<file path="src/rtl/memctrl_port_arbiter_if.sv">
// Bundle of the two requester ports and the memctrl0 port seen by memctrl_port_arbiter.
// The arbiter uses the slave view; the requester/memory side uses the master view.
interface memctrl_port_arbiter_if #(
  parameter int ADDR_WIDTH = 32,
  parameter int DATA_WIDTH = 32
);
  logic [ADDR_WIDTH-1:0] a0_wadd, a1_wadd, a0_radd, a1_radd;
  logic [DATA_WIDTH-1:0] a0_idat, a1_idat, a0_odat, a1_odat;
  logic                  a0_wren, a1_wren, a0_rden, a1_rden;
  logic                  a0_wrdy, a1_wrdy, a0_rrdy, a1_rrdy;
  logic                  a0_oval, a1_oval;

  logic [ADDR_WIDTH-1:0] memctrl0_wadd, memctrl0_radd;
  logic [DATA_WIDTH-1:0] memctrl0_idat, memctrl0_odat;
  logic                  memctrl0_wren, memctrl0_rden, memctrl0_oval;

  modport slave (
    input  a0_wadd, a1_wadd, a0_radd, a1_radd, a0_idat, a1_idat,
    input  a0_wren, a1_wren, a0_rden, a1_rden,
    output a0_wrdy, a1_wrdy, a0_rrdy, a1_rrdy,
    output a0_odat, a1_odat, a0_oval, a1_oval,
    output memctrl0_wadd, memctrl0_radd, memctrl0_idat, memctrl0_wren, memctrl0_rden,
    input  memctrl0_odat, memctrl0_oval
  );

  modport master (
    output a0_wadd, a1_wadd, a0_radd, a1_radd, a0_idat, a1_idat,
    output a0_wren, a1_wren, a0_rden, a1_rden,
    input  a0_wrdy, a1_wrdy, a0_rrdy, a1_rrdy,
    input  a0_odat, a1_odat, a0_oval, a1_oval,
    input  memctrl0_wadd, memctrl0_radd, memctrl0_idat, memctrl0_wren, memctrl0_rden,
    output memctrl0_odat, memctrl0_oval
  );
endinterface

</file>
<file path="src/rtl/memctrl_port_arbiter.sv">
// Two-requester arbiter for the memctrl0 port: independent write/read grants with fixed
// priority to requester 0, a starvation override for requester 1, and a tag FIFO routing read returns.
module memctrl_port_arbiter #(
  parameter int ADDR_WIDTH   = 32,
  parameter int DATA_WIDTH   = 32,
  parameter int TAG_DEPTH    = 4,
  parameter int STARVE_LIMIT = 8
) (
  input  logic                         clk,
  input  logic                         rst,
  memctrl_port_arbiter_if.slave        bus,
  output logic                         o_err_oval,
  output logic [$clog2(TAG_DEPTH):0]   o_outstanding
);
  localparam int PW = $clog2(TAG_DEPTH);
  localparam int SW = $clog2(STARVE_LIMIT + 1);

  logic [SW-1:0]        wstarve, rstarve;
  logic [PW-1:0]        wr_ptr, rd_ptr;
  logic [PW:0]          count;
  logic [TAG_DEPTH-1:0] tag_mem;

  logic wstarved, rstarved, full, empty;
  logic w0_win, w1_win, r0_win, r1_win;
  logic push, pop, pop_id;

  assign wstarved = (wstarve == SW'(STARVE_LIMIT));
  assign rstarved = (rstarve == SW'(STARVE_LIMIT));
  assign full     = (count == (PW+1)'(TAG_DEPTH));
  assign empty    = (count == '0);

  // Grants are gated by rst so every output reads 0 while reset is held.
  assign w1_win = rst & bus.a1_wren & (wstarved | ~bus.a0_wren);
  assign w0_win = rst & bus.a0_wren & ~w1_win;
  assign r1_win = rst & ~full & bus.a1_rden & (rstarved | ~bus.a0_rden);
  assign r0_win = rst & ~full & bus.a0_rden & ~r1_win;

  assign bus.a0_wrdy = w0_win;
  assign bus.a1_wrdy = w1_win;
  assign bus.a0_rrdy = r0_win;
  assign bus.a1_rrdy = r1_win;

  assign push          = r0_win | r1_win;
  assign pop           = bus.memctrl0_oval & ~empty;
  assign pop_id        = tag_mem[rd_ptr];
  assign o_outstanding = count;

  always_ff @(posedge clk or negedge rst) begin
    if (!rst) begin
      bus.memctrl0_wadd <= '0;
      bus.memctrl0_idat <= '0;
      bus.memctrl0_wren <= 1'b0;
      bus.memctrl0_radd <= '0;
      bus.memctrl0_rden <= 1'b0;
      bus.a0_odat       <= '0;
      bus.a1_odat       <= '0;
      bus.a0_oval       <= 1'b0;
      bus.a1_oval       <= 1'b0;
      wstarve           <= '0;
      rstarve           <= '0;
      wr_ptr            <= '0;
      rd_ptr            <= '0;
      count             <= '0;
      tag_mem           <= '0;
      o_err_oval        <= 1'b0;
    end else begin
      bus.memctrl0_wren <= w0_win | w1_win;
      if (w0_win) begin
        bus.memctrl0_wadd <= bus.a0_wadd;
        bus.memctrl0_idat <= bus.a0_idat;
      end else if (w1_win) begin
        bus.memctrl0_wadd <= bus.a1_wadd;
        bus.memctrl0_idat <= bus.a1_idat;
      end

      bus.memctrl0_rden <= push;
      if (r0_win)
        bus.memctrl0_radd <= bus.a0_radd;
      else if (r1_win)
        bus.memctrl0_radd <= bus.a1_radd;

      if (bus.a1_wren & ~w1_win)
        wstarve <= wstarved ? wstarve : wstarve + 1'b1;
      else
        wstarve <= '0;

      if (bus.a1_rden & ~r1_win)
        rstarve <= rstarved ? rstarve : rstarve + 1'b1;
      else
        rstarve <= '0;

      if (push) begin
        tag_mem[wr_ptr] <= r1_win;
        wr_ptr          <= wr_ptr + 1'b1;
      end
      if (pop)
        rd_ptr <= rd_ptr + 1'b1;
      if (push & ~pop)
        count <= count + 1'b1;
      else if (pop & ~push)
        count <= count - 1'b1;

      bus.a0_oval <= pop & ~pop_id;
      bus.a1_oval <= pop & pop_id;
      if (pop & ~pop_id)
        bus.a0_odat <= bus.memctrl0_odat;
      if (pop & pop_id)
        bus.a1_odat <= bus.memctrl0_odat;

      // A return with nothing outstanding is dropped and flagged until reset.
      if (bus.memctrl0_oval & empty)
        o_err_oval <= 1'b1;
    end
  end
endmodule

</file>
<file path="src/flat_wrapper.sv">
// flat-port wrapper written by rule: the top's interface ports become plain ports
module memctrl_port_arbiter_flat 
#(
  parameter int ADDR_WIDTH   = 32,
  parameter int DATA_WIDTH   = 32,
  parameter int TAG_DEPTH    = 4,
  parameter int STARVE_LIMIT = 8
)
  (clk, rst, o_err_oval, o_outstanding, bus_a0_wadd, bus_a1_wadd, bus_a0_radd, bus_a1_radd, bus_a0_idat, bus_a1_idat, bus_a0_wren, bus_a1_wren, bus_a0_rden, bus_a1_rden, bus_a0_wrdy, bus_a1_wrdy, bus_a0_rrdy, bus_a1_rrdy, bus_a0_odat, bus_a1_odat, bus_a0_oval, bus_a1_oval, bus_memctrl0_wadd, bus_memctrl0_radd, bus_memctrl0_idat, bus_memctrl0_wren, bus_memctrl0_rden, bus_memctrl0_odat, bus_memctrl0_oval);
  memctrl_port_arbiter_if #(.ADDR_WIDTH(ADDR_WIDTH), .DATA_WIDTH(DATA_WIDTH)) bus_i ();
  input  logic clk;
  input  logic rst;
  output logic o_err_oval;
  output logic [$clog2(TAG_DEPTH):0] o_outstanding;
  input wire logic [$bits(bus_i.a0_wadd)-1:0] bus_a0_wadd;
  input wire logic [$bits(bus_i.a1_wadd)-1:0] bus_a1_wadd;
  input wire logic [$bits(bus_i.a0_radd)-1:0] bus_a0_radd;
  input wire logic [$bits(bus_i.a1_radd)-1:0] bus_a1_radd;
  input wire logic [$bits(bus_i.a0_idat)-1:0] bus_a0_idat;
  input wire logic [$bits(bus_i.a1_idat)-1:0] bus_a1_idat;
  input wire logic [$bits(bus_i.a0_wren)-1:0] bus_a0_wren;
  input wire logic [$bits(bus_i.a1_wren)-1:0] bus_a1_wren;
  input wire logic [$bits(bus_i.a0_rden)-1:0] bus_a0_rden;
  input wire logic [$bits(bus_i.a1_rden)-1:0] bus_a1_rden;
  output wire logic [$bits(bus_i.a0_wrdy)-1:0] bus_a0_wrdy;
  output wire logic [$bits(bus_i.a1_wrdy)-1:0] bus_a1_wrdy;
  output wire logic [$bits(bus_i.a0_rrdy)-1:0] bus_a0_rrdy;
  output wire logic [$bits(bus_i.a1_rrdy)-1:0] bus_a1_rrdy;
  output wire logic [$bits(bus_i.a0_odat)-1:0] bus_a0_odat;
  output wire logic [$bits(bus_i.a1_odat)-1:0] bus_a1_odat;
  output wire logic [$bits(bus_i.a0_oval)-1:0] bus_a0_oval;
  output wire logic [$bits(bus_i.a1_oval)-1:0] bus_a1_oval;
  output wire logic [$bits(bus_i.memctrl0_wadd)-1:0] bus_memctrl0_wadd;
  output wire logic [$bits(bus_i.memctrl0_radd)-1:0] bus_memctrl0_radd;
  output wire logic [$bits(bus_i.memctrl0_idat)-1:0] bus_memctrl0_idat;
  output wire logic [$bits(bus_i.memctrl0_wren)-1:0] bus_memctrl0_wren;
  output wire logic [$bits(bus_i.memctrl0_rden)-1:0] bus_memctrl0_rden;
  input wire logic [$bits(bus_i.memctrl0_odat)-1:0] bus_memctrl0_odat;
  input wire logic [$bits(bus_i.memctrl0_oval)-1:0] bus_memctrl0_oval;
  assign bus_i.a0_wadd = bus_a0_wadd;
  assign bus_i.a1_wadd = bus_a1_wadd;
  assign bus_i.a0_radd = bus_a0_radd;
  assign bus_i.a1_radd = bus_a1_radd;
  assign bus_i.a0_idat = bus_a0_idat;
  assign bus_i.a1_idat = bus_a1_idat;
  assign bus_i.a0_wren = bus_a0_wren;
  assign bus_i.a1_wren = bus_a1_wren;
  assign bus_i.a0_rden = bus_a0_rden;
  assign bus_i.a1_rden = bus_a1_rden;
  assign bus_a0_wrdy = bus_i.a0_wrdy;
  assign bus_a1_wrdy = bus_i.a1_wrdy;
  assign bus_a0_rrdy = bus_i.a0_rrdy;
  assign bus_a1_rrdy = bus_i.a1_rrdy;
  assign bus_a0_odat = bus_i.a0_odat;
  assign bus_a1_odat = bus_i.a1_odat;
  assign bus_a0_oval = bus_i.a0_oval;
  assign bus_a1_oval = bus_i.a1_oval;
  assign bus_memctrl0_wadd = bus_i.memctrl0_wadd;
  assign bus_memctrl0_radd = bus_i.memctrl0_radd;
  assign bus_memctrl0_idat = bus_i.memctrl0_idat;
  assign bus_memctrl0_wren = bus_i.memctrl0_wren;
  assign bus_memctrl0_rden = bus_i.memctrl0_rden;
  assign bus_i.memctrl0_odat = bus_memctrl0_odat;
  assign bus_i.memctrl0_oval = bus_memctrl0_oval;
  memctrl_port_arbiter #(.ADDR_WIDTH(ADDR_WIDTH), .DATA_WIDTH(DATA_WIDTH), .TAG_DEPTH(TAG_DEPTH), .STARVE_LIMIT(STARVE_LIMIT)) u_core (.clk(clk), .rst(rst), .bus(bus_i), .o_err_oval(o_err_oval), .o_outstanding(o_outstanding));
endmodule
</file>
<file path="config.mk">
export PLATFORM = sky130hd
export DESIGN_NAME = memctrl_port_arbiter_flat
export DESIGN_NICKNAME = d
export VERILOG_FILES = /design/src/rtl/memctrl_port_arbiter_if.sv /design/src/rtl/memctrl_port_arbiter.sv /design/src/flat_wrapper.sv
export SDC_FILE = /design/constraint.sdc
export NUM_CORES = 1
export LEC_CHECK = 0
export BUFFER_PORTS_ARGS = -buffer_cell sky130_fd_sc_hd__buf_2
export CORE_AREA = 2 2 157 159
export CTS_BUF_LIST = sky130_fd_sc_hd__clkbuf_4
export DETAILED_ROUTE_END_ITERATION = 7
export DIE_AREA = 0 0 159 161
export HOLD_SLACK_MARGIN = 0.06
export PLACE_DENSITY_LB_ADDON = 0.3
export SLEW_MARGIN = 30
export SYNTH_ARGS = -nofsm -noshare
export SYNTH_HDL_FRONTEND = slang
export SYNTH_SLANG_ARGS = --single-unit
</file>
<file path="constraint.sdc">
create_clock -name clk -period 2.3 [get_ports clk]
set_input_delay 0.46 -clock clk [delete_from_list [all_inputs] [get_ports clk]]
set_output_delay 0.46 -clock clk [all_outputs]
set_load 0.02 [all_outputs]
</file>
# Word level (Yosys, flattened, before mapping)
# Index checks and enable logic that the tools add are counted.
# totals
elab_cells	82
in_bits	231
out_inout_bits	172
ff_bits	184
# op_classes
n_eq_ne	5
n_addsub	6
bitwise	30
n_reduce_logical	5
order_cmp	3
muxes	17
# ops
op	n
$mux W32	6
$and A1 B1 Y1	17
$mux W4	4
$not A1 Y1	9
$add A4 B1 Y4 const B	2
$eq A4 B4 Y1 const B	2
$lt A2 B3 Y1 const B	2
$mux W3	2
$reduce_bool A2 Y1	3
$add A2 B1 Y2 const B	2
$bwmux W4	1
$ne A2 B2 Y1 const B	2
$or A1 B1 Y1	4
$add A3 B1 Y3 const B	1
$eq A3 B3 Y1 const B	1
$logic_not A3 Y1	1
$sub A3 B1 Y3 const B	1
$bmux W1 S2	1
$demux W1 S2	1
$ge A2 B1 Y1 const B	1
$mux W1	2
$logic_and A1 B1 Y1	1

# Longest topological paths before layout
# Gate-level depths: netlist of the first run.
# logic_depth
depth_word	12
mapped_depth	8
depth_no_buf	8

# Worst setup path before layout of the first run
# No wires, ideal clock.
# synth_timing
kind	register -> output
start	register u_core.wstarve[0]
end	output port bus_a0_wrdy
path_stages_with_launch	9
path_buffers	2
t_required_ps	1840
setup_slack_ps	59
arrival_ps	1781
path_cell_list	dfrtp_1 -> inv_1 -> ha_1 -> and3b_1 -> o211ai_2 -> buf_4 -> buf_4 -> inv_1 -> nor2_1
# synth_via
elab_chain_len	5
# synth_rtl
item	line_no	text
from (decl)	memctrl_port_arbiter.sv:18	logic [SW-1:0] wstarve, rstarve;
from (signal assigned)	memctrl_port_arbiter.sv:83	wstarve <= wstarved ? wstarve : wstarve + 1'b1;
$eq A4 B4 Y1	memctrl_port_arbiter.sv:27	assign wstarved = (wstarve == SW'(STARVE_LIMIT));
$or A1 B1 Y1	memctrl_port_arbiter.sv:33	assign w1_win = rst & bus.a1_wren & (wstarved | ~bus.a0_wren);
$and A1 B1 Y1	memctrl_port_arbiter.sv:33	
via bus_a1_wrdy	flat_wrapper.sv:26	output wire logic [$bits(bus_i.a1_wrdy)-1:0] bus_a1_wrdy;
$not A1 Y1	memctrl_port_arbiter.sv:34	assign w0_win = rst & bus.a0_wren & ~w1_win;
$and A1 B1 Y1	memctrl_port_arbiter.sv:34	
to (decl)	flat_wrapper.sv:25	output wire logic [$bits(bus_i.a0_wrdy)-1:0] bus_a0_wrdy;
# The timed path passes the listed nets, and every way through them passes these cells.

# Worst setup path in the final report of the first run
# layout_timing
start	register u_core.wstarve[1]
end	output port bus_a0_wrdy
# layout_via
elab_chain_len	5
# layout_rtl
item	line_no
$eq A4 B4 Y1	memctrl_port_arbiter.sv:27
$or A1 B1 Y1	memctrl_port_arbiter.sv:33
$and A1 B1 Y1	memctrl_port_arbiter.sv:33
$not A1 Y1	memctrl_port_arbiter.sv:34
$and A1 B1 Y1	memctrl_port_arbiter.sv:34
# No other way between the ends.

==> results.py, run 1 <==
metrics = {
    "setup_path": {
        "required_ns": 1.84,
        "slowest_delay_ns": 0.38,
        "cp_slowest_cell": "dfrtp_1",
        "startpoint_type": "flip-flop",
        "path_class": "reg -> out",
        "crit_family": "flip-flops",
        "rr_worst_depth": 9,
        "crit_arrival_ns": 1.85,
        "rr_startpoint": "u_core.o_outstanding[0]",
        "crit_path_end_kind": "primary output",
        "path_buf_inv": 3,
        "crit_path_max_fanout": 2,
        "rr_endpoint": "u_core.o_outstanding[2]",
        "reg2reg_slack_ns": 0.13,
        "cp_cell_sequence": "inv_1 -> ha_4 -> and3b_2 -> o211ai_4 -> inv_2 -> nor2_2 -> buf_6",
    },
    "floorplanning": {
        "initial_core_util_pct": 35.1,
        "coreArea_sq_um": 24000,
        "dieArea_sq_um": 25600,
        "die_y_um": 161,
        "die_w_um": 159,
        "rows": 57,
        "num_io_pins": 403,
    },
    "routing": {
        "via_per_inst": 4.57,
        "wl_um": 23200,
        "drcViolationCount": 0,
        "ant_nets": 0,
        "first_pass_iters": 4,
        "num_vias": 6340,
        "drt_iter0_drc": 330,
        "routedWlPerCell_um": 16.7,
    },
    "placed_design": {
        "io_buffers": 402,
        "placed_area_sq_um": 10800,
        "dpl.hpwl_um": 16700,
        "gp_congestion": 0.785,
    },
    "yosys": {
        "yosys_register_bits": 184,
        "syn_area_sq_um": 8410,
        "ys.flop_type": "dfrtp_1",
        "synth_edf_count": 0,
        "ys_seq_area_share_pct": 54.7,
        "async_reset_ff_share_pct": 100,
        "syn-num-nets": 799,
        "synth_cells": 558,
        "synth_warnings": 0,
        "synth_area_per_cell_sq_um": 15.1,
        "synth_cell_types": 41,
    },
    "pwr": {
        "power.density_nw_per_um2": 1060,
        "leakage_uw": 0.00584,
        "pwr-share-clk_pct": 15.1,
        "intPower_uw": 7690,
        "pwr-share-comb_pct": 46.1,
        "switching_power_uw": 5010,
        "swShare_pct": 39.4,
        "power_frac_seq_pct": 38.8,
        "peakVddDrop_uv": 574,
    },
    "finish": {
        "stdcell_area_sq_um": 12000,
        "syn_to_final_growth_pct": 42.5,
        "fin_nets": 1289,
        "drive_gt1_share_pct": 67.0,
        "fillers": 2132,
    },
    "cts": {
        "cts_buffers": 17,
        "clock_latency_ns": 0.58,
        "path_clk_slew_ns": 0.17,
        "cts_tree": "done",
        "clockRootBuffer": "clkbuf_4",
        "cts-htree-levels": 4,
        "cts_max_path_buffers": 2,
        "cts_sinks": 184,
    },
    "timing": {
        "max-slew-margin-rel_pct": 62.2,
        "fin_worst_skew_ns": 0.0392,
        "setup_viol": 1,
        "fin_crit_ns": 2.31,
        "final_hold_viol_count": 0,
        "setup_tns_ns": -0.0147,
        "worst_slew_pin_slew_ns": 0.567,
        "fmax_ghz": 0.432,
        "fin_ws_ns": -0.0147,
        "period_share_pct": 101,
        "slew_viol_final": 0,
        "rsz0062_at_grt": "true",
    },
    "global_route": {
        "grtUsageTotal_pct": 17.8,
        "grt_overflow_total": 0,
        "antenna_found_initial": 2,
        "first_global_vias": 6687,
        "grt_pass1_wl_um": 36200,
        "grt_start_max_net_pins": 176,
    },
    "status": {
        "violations": "setup timing",
        "outcome": "complete, but fails checks",
    },
    "worst_hold_path": {
        "min_to": "u_core.bus.memctrl0_wadd[23]",
        "worstHoldStart": "bus_a1_wadd[23]",
        "min_path_type": "in -> reg",
        "min_path_cells": 2,
    },
    "run": {
        "maxCapViolations": 0,
    },
}
==> layout by cell type, fill, tap and decap left out, types with 7 or more instances in the layout <==
cell type,instances
buf_2,397
dfrtp_1,181
mux2_2,163
dlygate4sd3_1,66
o21bai_1,32
o221a_2,30
mux2_4,29
buf_4,29
clkbuf_4,17
inv_1,11
ha_1,7
==> how the worst max path moves through the flow <==
stage	from	end	slack (ns)	cells after the start
2_1_floorplan	u_core.wstarve[0]	bus_a0_wrdy	0.06	8
3_3_place_gp	u_core.o_outstanding[0]	u_core.o_outstanding[2]	0.26	8
3_5_place_dp	u_core.o_outstanding[0]	u_core.o_outstanding[2]	0.21	8
4_1_cts	u_core.wstarve[0]	bus_a0_wrdy	-0.15	7
5_1_grt	u_core.wstarve[0]	bus_a0_wrdy	-0.20	7
6_report	u_core.wstarve[1]	bus_a0_wrdy	-0.01	7
==> per-layer routing <==
metal | global-route usage, % | up-vias | part of all wire [%]
met5 | 0 | - | 0
met4 | 4.88 | 0 | 1.4
met3 | 4.21 | 19 | 6.4
met2 | 32.0 | 264 | 52
met1 | 21.5 | 3035 | 40
li1 | - | 3022 | -
==> worst register-to-register path, cell delays in order (launching register included) <==
cell and delay (ns):
dfrtp_2 0.44, buf_4 0.17, o31a_1 0.34, inv_1 0.10
ha_1 0.18, inv_1 0.06, fa_1 0.37, xor2_1 0.17
nor2_1 0.11, xor2_1 0.17
==> power by group through the flow <==
stage | Clock (uW) | Sequential, uW | Combinational, uW
6_report | 1910 | 4930 | 5850
5_1_grt | 2120 | 5090 | 6240
4_1_cts | 2000 | 4930 | 5880
3_5_place_dp | 0 | 5010 | 5710
3_3_place_gp | 0 | 5010 | 5620
2_1_floorplan | 0 | 6230 | 2620
==> layout make-up <==
cell class	instances	area, sq um	share of cell area, %
antenna	1	2.50	0.0209
clock buffer	17	128	1.07
clock inverter	15	191	1.60
inverter	15	58.8	0.491
multi-input combinational	327	3530	29.4
sequential	184	4610	38.5
tap	324	405	3.38
timing repair buffer	503	3060	25.5
==> cells in the mapped netlist (all sizes together) (2+ instances only) <==
cell type	count	area share, %
a22o	4	0.42
buf	24	2.9
clkbuf	8	0.36
dfrtp	184	55
ha	9	1.3
inv	15	0.67
mux2	194	27
mux2i	2	0.24
nand2	7	0.40
nand2b	2	0.15
nand3	6	0.36
nand3b	2	0.33
nor2	7	0.51
nor3	5	0.30
o211ai	2	0.30
o21bai	32	2.9
o221a	32	4.3
xnor2	6	0.62
xor2	5	0.52
==> metrics by stage <==
| stage | setup slack [ns] | std cells | util [%] | total power (uW) | hold slack, ns |
|---|---|---|---|---|---|
| after floorplan | 0.0585 | 558 | - | 8860 | 0.164 |
| final | -0.0147 | 1386 | 50.0 | 12700 | 0.125 |
| after global placement | 0.260 | 1273 | 45.1 | 10600 | 0.302 |
| after detailed placement | 0.207 | 1273 | 45.1 | 10700 | 0.304 |
| after CTS | -0.149 | 1364 | 49.0 | 12800 | 0.0606 |
| after global routing | -0.202 | 1386 | 50.0 | 13500 | 0.0593 |
==> state kept, by name (all words and copies together), names as in the netlist, 2 cells and up <==
signal	cells
u_core.wstarve	4
u_core.tag_mem	4
u_core.o_outstanding	3
u_core.rstarve	4
u_core.bus.a1_odat	32
u_core.wr_ptr	2
u_core.bus.memctrl0_wadd	32
u_core.rd_ptr	2
u_core.bus.memctrl0_idat	32
u_core.bus.a0_odat	32
u_core.bus.memctrl0_radd	32
==> logic make-up after synthesis <==
group	synth area share [%]
compound gates	8.38
xor+xnor	1.15
fa+ha+maj	1.58
buf+inv	3.91
flops	54.7
mux	27.8
simple gates	2.47
==> repair_timing <==
item	CTS	global route
resized for setup	19	2
hold buffers	48	18
setup buffers	11	2
setup endpoints to repair	4	4
hold endpoints to repair	67	20
pin swaps	7	2
No activity file was read; power rests on OpenSTA's default activity.
==> inputs of run 2 (changes only) <==
- CORE_AREA: 2 2 157 159 -> 2 2 156 158
- DIE_AREA: 0 0 159 161 -> 0 0 158 160
- clock period: 2.3 -> 2 ns (I/O delays scaled with it)
==> run 2 against run 1 <==
Against the previous run:
- the flow still finishes with violations (setup timing)
- via count grew 10%
- clock skew grew 0.0048 ns
- clock power grew 15%
- critical endpoint unchanged
- register-to-register slack lost 0.12 ns
- critical path depth grew 1
- critical path type unchanged
==> results.py, run 2 (synthesis results as in run 1) <==
metrics = {
    "cts": {
        "clockRootBuffer": "clkbuf_4",
        "cts_max_path_buffers": 2,
        "cts_buffers": 17,
        "cts_tree": "done",
        "path_clk_slew_ns": 0.16,
        "clock_latency_ns": 0.59,
        "cts_sinks": 184,
        "cts-htree-levels": 4,
    },
    "setup_path": {
        "cp_slowest_cell": "dfrtp_1",
        "cp_cell_sequence": "inv_2 -> ha_4 -> and3b_2 -> o211ai_4 -> buf_12 -> clkinvlp_4 -> nor2_4 -> buf_6",
        "path_class": "reg -> out",
        "required_ns": 1.60,
        "crit_path_end_kind": "primary output",
        "startpoint_type": "flip-flop",
        "crit_arrival_ns": 1.99,
        "slowest_delay_ns": 0.40,
        "crit_path_max_fanout": 2,
    },
    "worst_hold_path": {
        "min_path_type": "in -> reg",
    },
    "floorplanning": {
        "dieArea_sq_um": 25300,
        "coreArea_sq_um": 23800,
        "num_io_pins": 403,
        "initial_core_util_pct": 35.3,
        "rows": 57,
        "die_y_um": 160,
        "die_w_um": 158,
    },
    "finish": {
        "final_common_cell": "buf_2",
        "fillers": 2003,
        "fin_nets": 1394,
        "stdcell_area_sq_um": 13100,
        "syn_to_final_growth_pct": 55.7,
        "drive_gt1_share_pct": 63.0,
        "layout_common_cells": "buf_2 (397), dfrtp_1 (181), mux2_2 (163)",
    },
    "pwr": {
        "leakage_uw": 0.00631,
        "intPower_uw": 9120,
        "peakVddDrop_uv": 615,
        "pwr-share-comb_pct": 47.5,
        "power_frac_seq_pct": 37.8,
        "switching_power_uw": 5870,
        "p_total_uw": 15000,
        "swShare_pct": 39.2,
        "pwr-share-clk_pct": 14.7,
        "power.density_nw_per_um2": 1140,
    },
    "timing": {
        "fin_ws_ns": -0.395,
        "fin_worst_skew_ns": 0.0440,
        "final_hold_viol_count": 0,
        "period_share_pct": 120,
        "max-slew-margin-rel_pct": 52.3,
        "setup_viol": 4,
        "slew_viol_final": 0,
        "rsz0062_at_grt": "true",
        "fin_crit_ns": 2.39,
        "worst_slew_pin_slew_ns": 0.715,
        "fmax_ghz": 0.418,
    },
    "placed_design": {
        "placed_area_sq_um": 11000,
        "dpl.hpwl_um": 16600,
        "io_buffers": 402,
        "gp_congestion": 0.751,
        "dp_slack_ns": 0.0520,
    },
    "routing": {
        "num_vias": 6980,
        "via_per_inst": 4.68,
        "routedWlPerCell_um": 16.4,
        "ant_nets": 0,
        "drcViolationCount": 0,
        "drt_iter0_drc": 332,
        "first_pass_iters": 4,
        "wl_um": 24500,
    },
    "global_route": {
        "gr-usage-met3_pct": 4.53,
        "grt_pass1_wl_um": 37800,
        "use_met2_pct": 35.1,
        "grt_start_max_net_pins": 57,
        "grt_overflow_total": 0,
        "grtUsageTotal_pct": 19.0,
        "first_global_vias": 7501,
        "groute.layer.met1.usage_pct": 21.2,
        "antenna_found_initial": 1,
        "grt_busiest_layer": "met2",
    },
    "status": {
        "outcome": "complete, but fails checks",
        "violations": "setup timing",
    },
    "run": {
        "maxCapViolations": 0,
    },
}
==> run 2: cell count changes in the layout (fill, tap and decap cells not counted), sizes merged <==
cell	change
clkinvlp	+2
buf	+14
clkbuf	+1
dlygate4sd3	+90
inv	-2
==> run 2: per-stage QoR <==
stage / utilization, % / TNS (ns) / std cells / hold slack [ns]
floorplan: - / -0.0467 / 558 / 0.104
global placement: 46.1 / 0 / 1284 / 0.350
detailed placement: 46.1 / 0 / 1284 / 0.350
CTS: 54.7 / -1.50 / 1485 / 0.0625
global route: 55.0 / -2.50 / 1491 / 0.0614
finish: 55.0 / -1.14 / 1491 / 0.136
==> run 2: worst max-delay path, delay by kind of cell (launching register included) <==
| family | cells | cell delay [ns] |
|---|---|---|
| compound gates | 1 | 0.18 |
| flops | 1 | 0.40 |
| buf+inv | 4 | 0.41 |
| simple gates | 2 | 0.30 |
| fa+ha+maj | 1 | 0.15 |
==> run 2: cell type report <==
class	count	area (sq um)	share of cell area, %
antenna	1	2.50	0.0191
multi-input combinational	327	3550	27.1
tap	324	405	3.09
timing repair buffer	608	4140	31.6
inverter	15	62.6	0.478
clock inverter	15	195	1.49
clock buffer	17	128	0.974
sequential	184	4610	35.2
==> run 2: metal layers <==
| metal | share of wire (%) | vias to the layer above |
|---|---|---|
| met4 | 2.1 | 0 |
| met3 | 7.2 | 37 |
| met5 | 0 | - |
| met2 | 52 | 318 |
| li1 | - | 3238 |
| met1 | 39 | 3387 |
==> run 2: worst paths after layout <==
kind	cells past startpoint	to	slack, ns	startpoint
hold / removal	2	u_core.bus.memctrl0_radd[24]	0.14	bus_a1_radd[24]
setup / recovery	8	bus_a0_wrdy	-0.39	u_core.wstarve[0]
min in group asynchronous	3	u_core.bus.memctrl0_radd[15]	0.35	rst
setup reg to reg	8	u_core.bus.memctrl0_wadd[7]	0.01	u_core.wstarve[0]
max in group asynchronous	4	u_core.bus.memctrl0_wadd[8]	0.26	rst
hold reg to reg	1	u_core.o_err_oval	0.49	u_core.o_err_oval
==> run 2: repair_timing <==
action | CTS | global route
setup endpoints to repair | 4 | 66
buffers inserted | 13 | 4
hold buffers | 156 | 0
resized for setup | 15 | 9
gates cloned | 0 | 1
endpoints found under the hold margin | 263 | 0
pin swaps | 7 | 7
==> run 2: power by group through the flow <==
stage / combinational [uW] / sequential (uW) / clock, uW
floorplan: 3050 / 7180 / 0
global placement: 6680 / 5730 / 0
detailed placement: 6790 / 5730 / 0
CTS: 7130 / 5650 / 2310
global route: 7600 / 5810 / 2430
finish: 7120 / 5660 / 2200
==> inputs of run 3 (changes only) <==
- ABC_AREA: unset -> 1
- SKIP_LAST_GASP: unset -> 1
==> run 3 against run 2 <==
Against the previous run:
- the run still ends with setup timing left
- total power shrank 11%
- setup slack gained 0.25 ns
- first-iteration DRC count grew 110%
- clock skew shrank 0.0021 ns
- maximum frequency grew 11%
- register-to-register slack gained 0.05 ns
- combinational power shrank 19%
- clock-buffer cell count grew 1
- via count grew 25%
- cell area shrank 1.3%
- area after synthesis shrank 5.9%
==> results.py, run 3 <==
metrics = {
    "cts": {
        "path_clk_slew_ns": 0.19,
        "cts_tree": "done",
        "cts_max_path_buffers": 2,
        "clockRootBuffer": "clkbuf_4",
        "clock_latency_ns": 0.57,
        "cts_sinks": 184,
        "cts-htree-levels": 4,
        "cts_buffers": 17,
    },
    "timing": {
        "fin_crit_ns": 2.15,
        "rsz0062_at_grt": "true",
        "max-slew-margin-rel_pct": 64.5,
        "slew_viol_final": 0,
        "fmax_ghz": 0.465,
        "worst_hold_slack_ns": 0.112,
        "worst_slew_pin_slew_ns": 0.533,
        "final_hold_viol_count": 0,
        "fin_worst_skew_ns": 0.0420,
        "setup_viol": 4,
        "period_share_pct": 107,
        "fin_ws_ns": -0.148,
    },
    "routing": {
        "ant_nets": 0,
        "first_pass_iters": 6,
        "drt_iter0_drc": 683,
        "via_per_inst": 4.63,
        "wl_um": 27800,
        "routedWlPerCell_um": 14.8,
        "drcViolationCount": 0,
        "num_vias": 8698,
    },
    "yosys": {
        "async_reset_ff_share_pct": 100,
        "yosysTopAreaCell": "dfrtp_1",
        "synthAdderAreaFrac_pct": 1.68,
        "syn_area_sq_um": 7910,
        "ys_seq_area_share_pct": 58.2,
        "synth-xor-area-share_pct": 0.886,
        "synth_area_per_cell_sq_um": 8.57,
        "synth_cell_types": 27,
        "ys.flop_type": "dfrtp_1",
        "synth_cells": 923,
        "synth_warnings": 0,
        "synth_compound_area_share_pct": 5.00,
        "post-synth-top-count-cell": "nand2_1",
        "yosysTopAreaCellShare_pct": 58.2,
        "synth_edf_count": 0,
        "yosys-mux-area-fraction_pct": 0.142,
        "synth_area_leaders": "dfrtp_1 (58%), nand2_1 (18%), nand3_1 (6.3%), o21ai_0 (4.1%), inv_1 (2.4%)",
        "synth_common_cells": "nand2_1 (374), dfrtp_1 (184), nand3_1 (99)",
        "synthSimpleGateAreaFrac_pct": 28.4,
        "syn-num-nets": 1164,
        "synth_top_family_by_area": "simple AND/OR/NAND/NOR gates",
        "yosys_register_bits": 184,
    },
    "setup_path": {
        "crit_arrival_ns": 1.75,
        "cp_slowest_cell": "dfrtp_1",
        "crit_path_end_kind": "primary output",
        "path_class": "reg -> out",
        "slowest_delay_ns": 0.42,
        "required_ns": 1.60,
        "startpoint_type": "flip-flop",
        "cp_cell_sequence": "inv_2 -> ha_4 -> nand3_4 -> nand2_2 -> nand2_2 -> nor2_4 -> nor3_2 -> buf_4",
        "crit_path_max_fanout": 4,
        "cpMostUsedCell": "nand2_2",
    },
    "placed_design": {
        "io_buffers": 402,
        "gp_congestion": 0.870,
        "dpl.hpwl_um": 16800,
        "dp_slack_ns": 0.0918,
        "placed_area_sq_um": 10400,
    },
    "pwr": {
        "intPower_uw": 7600,
        "pwr-share-comb_pct": 43.3,
        "switching_power_uw": 5730,
        "leakage_uw": 0.00684,
        "power.density_nw_per_um2": 1030,
        "peakVddDrop_uv": 581,
        "power_frac_seq_pct": 41.6,
        "swShare_pct": 43.0,
        "pwr-share-clk_pct": 15.1,
    },
    "global_route": {
        "antenna_found_initial": 3,
        "grt_pass1_wl_um": 43000,
        "grt_overflow_total": 0,
        "first_global_vias": 8664,
        "grt_start_max_net_pins": 99,
        "grtUsageTotal_pct": 21.3,
    },
    "status": {
        "outcome": "complete, but fails checks",
        "violations": "setup timing",
    },
    "floorplanning": {
        "rows": 57,
        "initial_core_util_pct": 33.2,
        "die_y_um": 160,
        "die_w_um": 158,
        "num_io_pins": 403,
        "coreArea_sq_um": 23800,
        "dieArea_sq_um": 25300,
    },
    "finish": {
        "stdcell_area_sq_um": 12900,
        "post-route-util_pct": 54.3,
        "syn_to_final_growth_pct": 63.5,
        "layout_common_cells": "buf_2 (397), nand2_1 (370), dlygate4sd3_1 (206)",
        "final_common_cell": "buf_2",
        "fin_nets": 1779,
        "drive_gt1_share_pct": 32.2,
    },
    "run": {
        "maxCapViolations": 0,
    },
    "worst_hold_path": {
        "min_path_type": "in -> async",
    },
}
-- run 3: cells by family after synthesis --
| logic type | count (synthesis) |
|---|---|
| compound gates | 76 |
| buf+inv | 102 |
| flops | 184 |
| fa+ha+maj | 10 |
| xor+xnor | 8 |
| simple gates | 542 |
| mux | 1 |
-- run 3: what timing repair did --
| item | 4_1_cts | 5_1_grt |
|---|---|---|
| setup buffers | 15 | 5 |
| pin swaps | 7 | 4 |
| gates resized for setup | 23 | 1 |
| cloned | 0 | 0 |
| setup endpoints to repair | 4 | 6 |
| endpoints found under the hold margin | 148 | 0 |
| hold buffers | 206 | 0 |
-- run 3: per-stage QoR --
stage	std cells	total power, uW	TNS, ns
after global placement	1617	10800	0
after detailed placement	1617	10900	0
after floorplan	923	8860	0
after CTS	1869	13400	-0.683
after global routing	1877	14300	-0.997
final	1878	13300	-0.364
-- run 3: power groups by stage --
stage	registers, uW	clock network [uW]	logic [uW]
floorplan	6970	0	1900
global placement	5570	0	5270
detailed placement	5590	0	5350
CTS	5520	2090	5750
global route	5690	2230	6350
finish	5550	2010	5780
-- run 3: area by class of cell --
type	instances	area [sq um]
antenna	4	10.0
multi-input combinational	637	2970
sequential	184	4610
tap	324	405
clock buffer	18	135
timing repair buffer	646	4470
inverter	52	195
fill	2143	10900
clock inverter	13	136
-- run 3: worst max-delay path, delay by kind of cell (launching register included) --
kind	cells	cell delay, ns
DFF	1	0.42
and+or+nand+nor	5	0.38
buffers and inverters	2	0.24
adders and majority gates	1	0.15
-- run 3: per-layer routing --
metal	part of all wire, %	track usage (%)
met4	3.5	10.2
met2	49	35.5
met3	7.8	5.35
met5	0	0
met1	40	25.7
-- run 3: path summary, 6_finish.rpt --
path,to,slack [ns],cells after the start,start
max,bus_a0_rrdy,-0.15,8,u_core.rstarve[0]
min,u_core.bus.memctrl0_wadd[20],0.11,3,rst
max reg2reg,u_core.bus.memctrl0_radd[11],0.06,12,u_core.o_outstanding[0]
min reg2reg,u_core.bus.memctrl0_radd[8],0.49,2,u_core.bus.memctrl0_radd[8]
max in group asynchronous,u_core.wstarve[1],1.32,3,rst
min in group clk,u_core.bus.a0_odat[14],0.12,3,bus_memctrl0_odat[14]
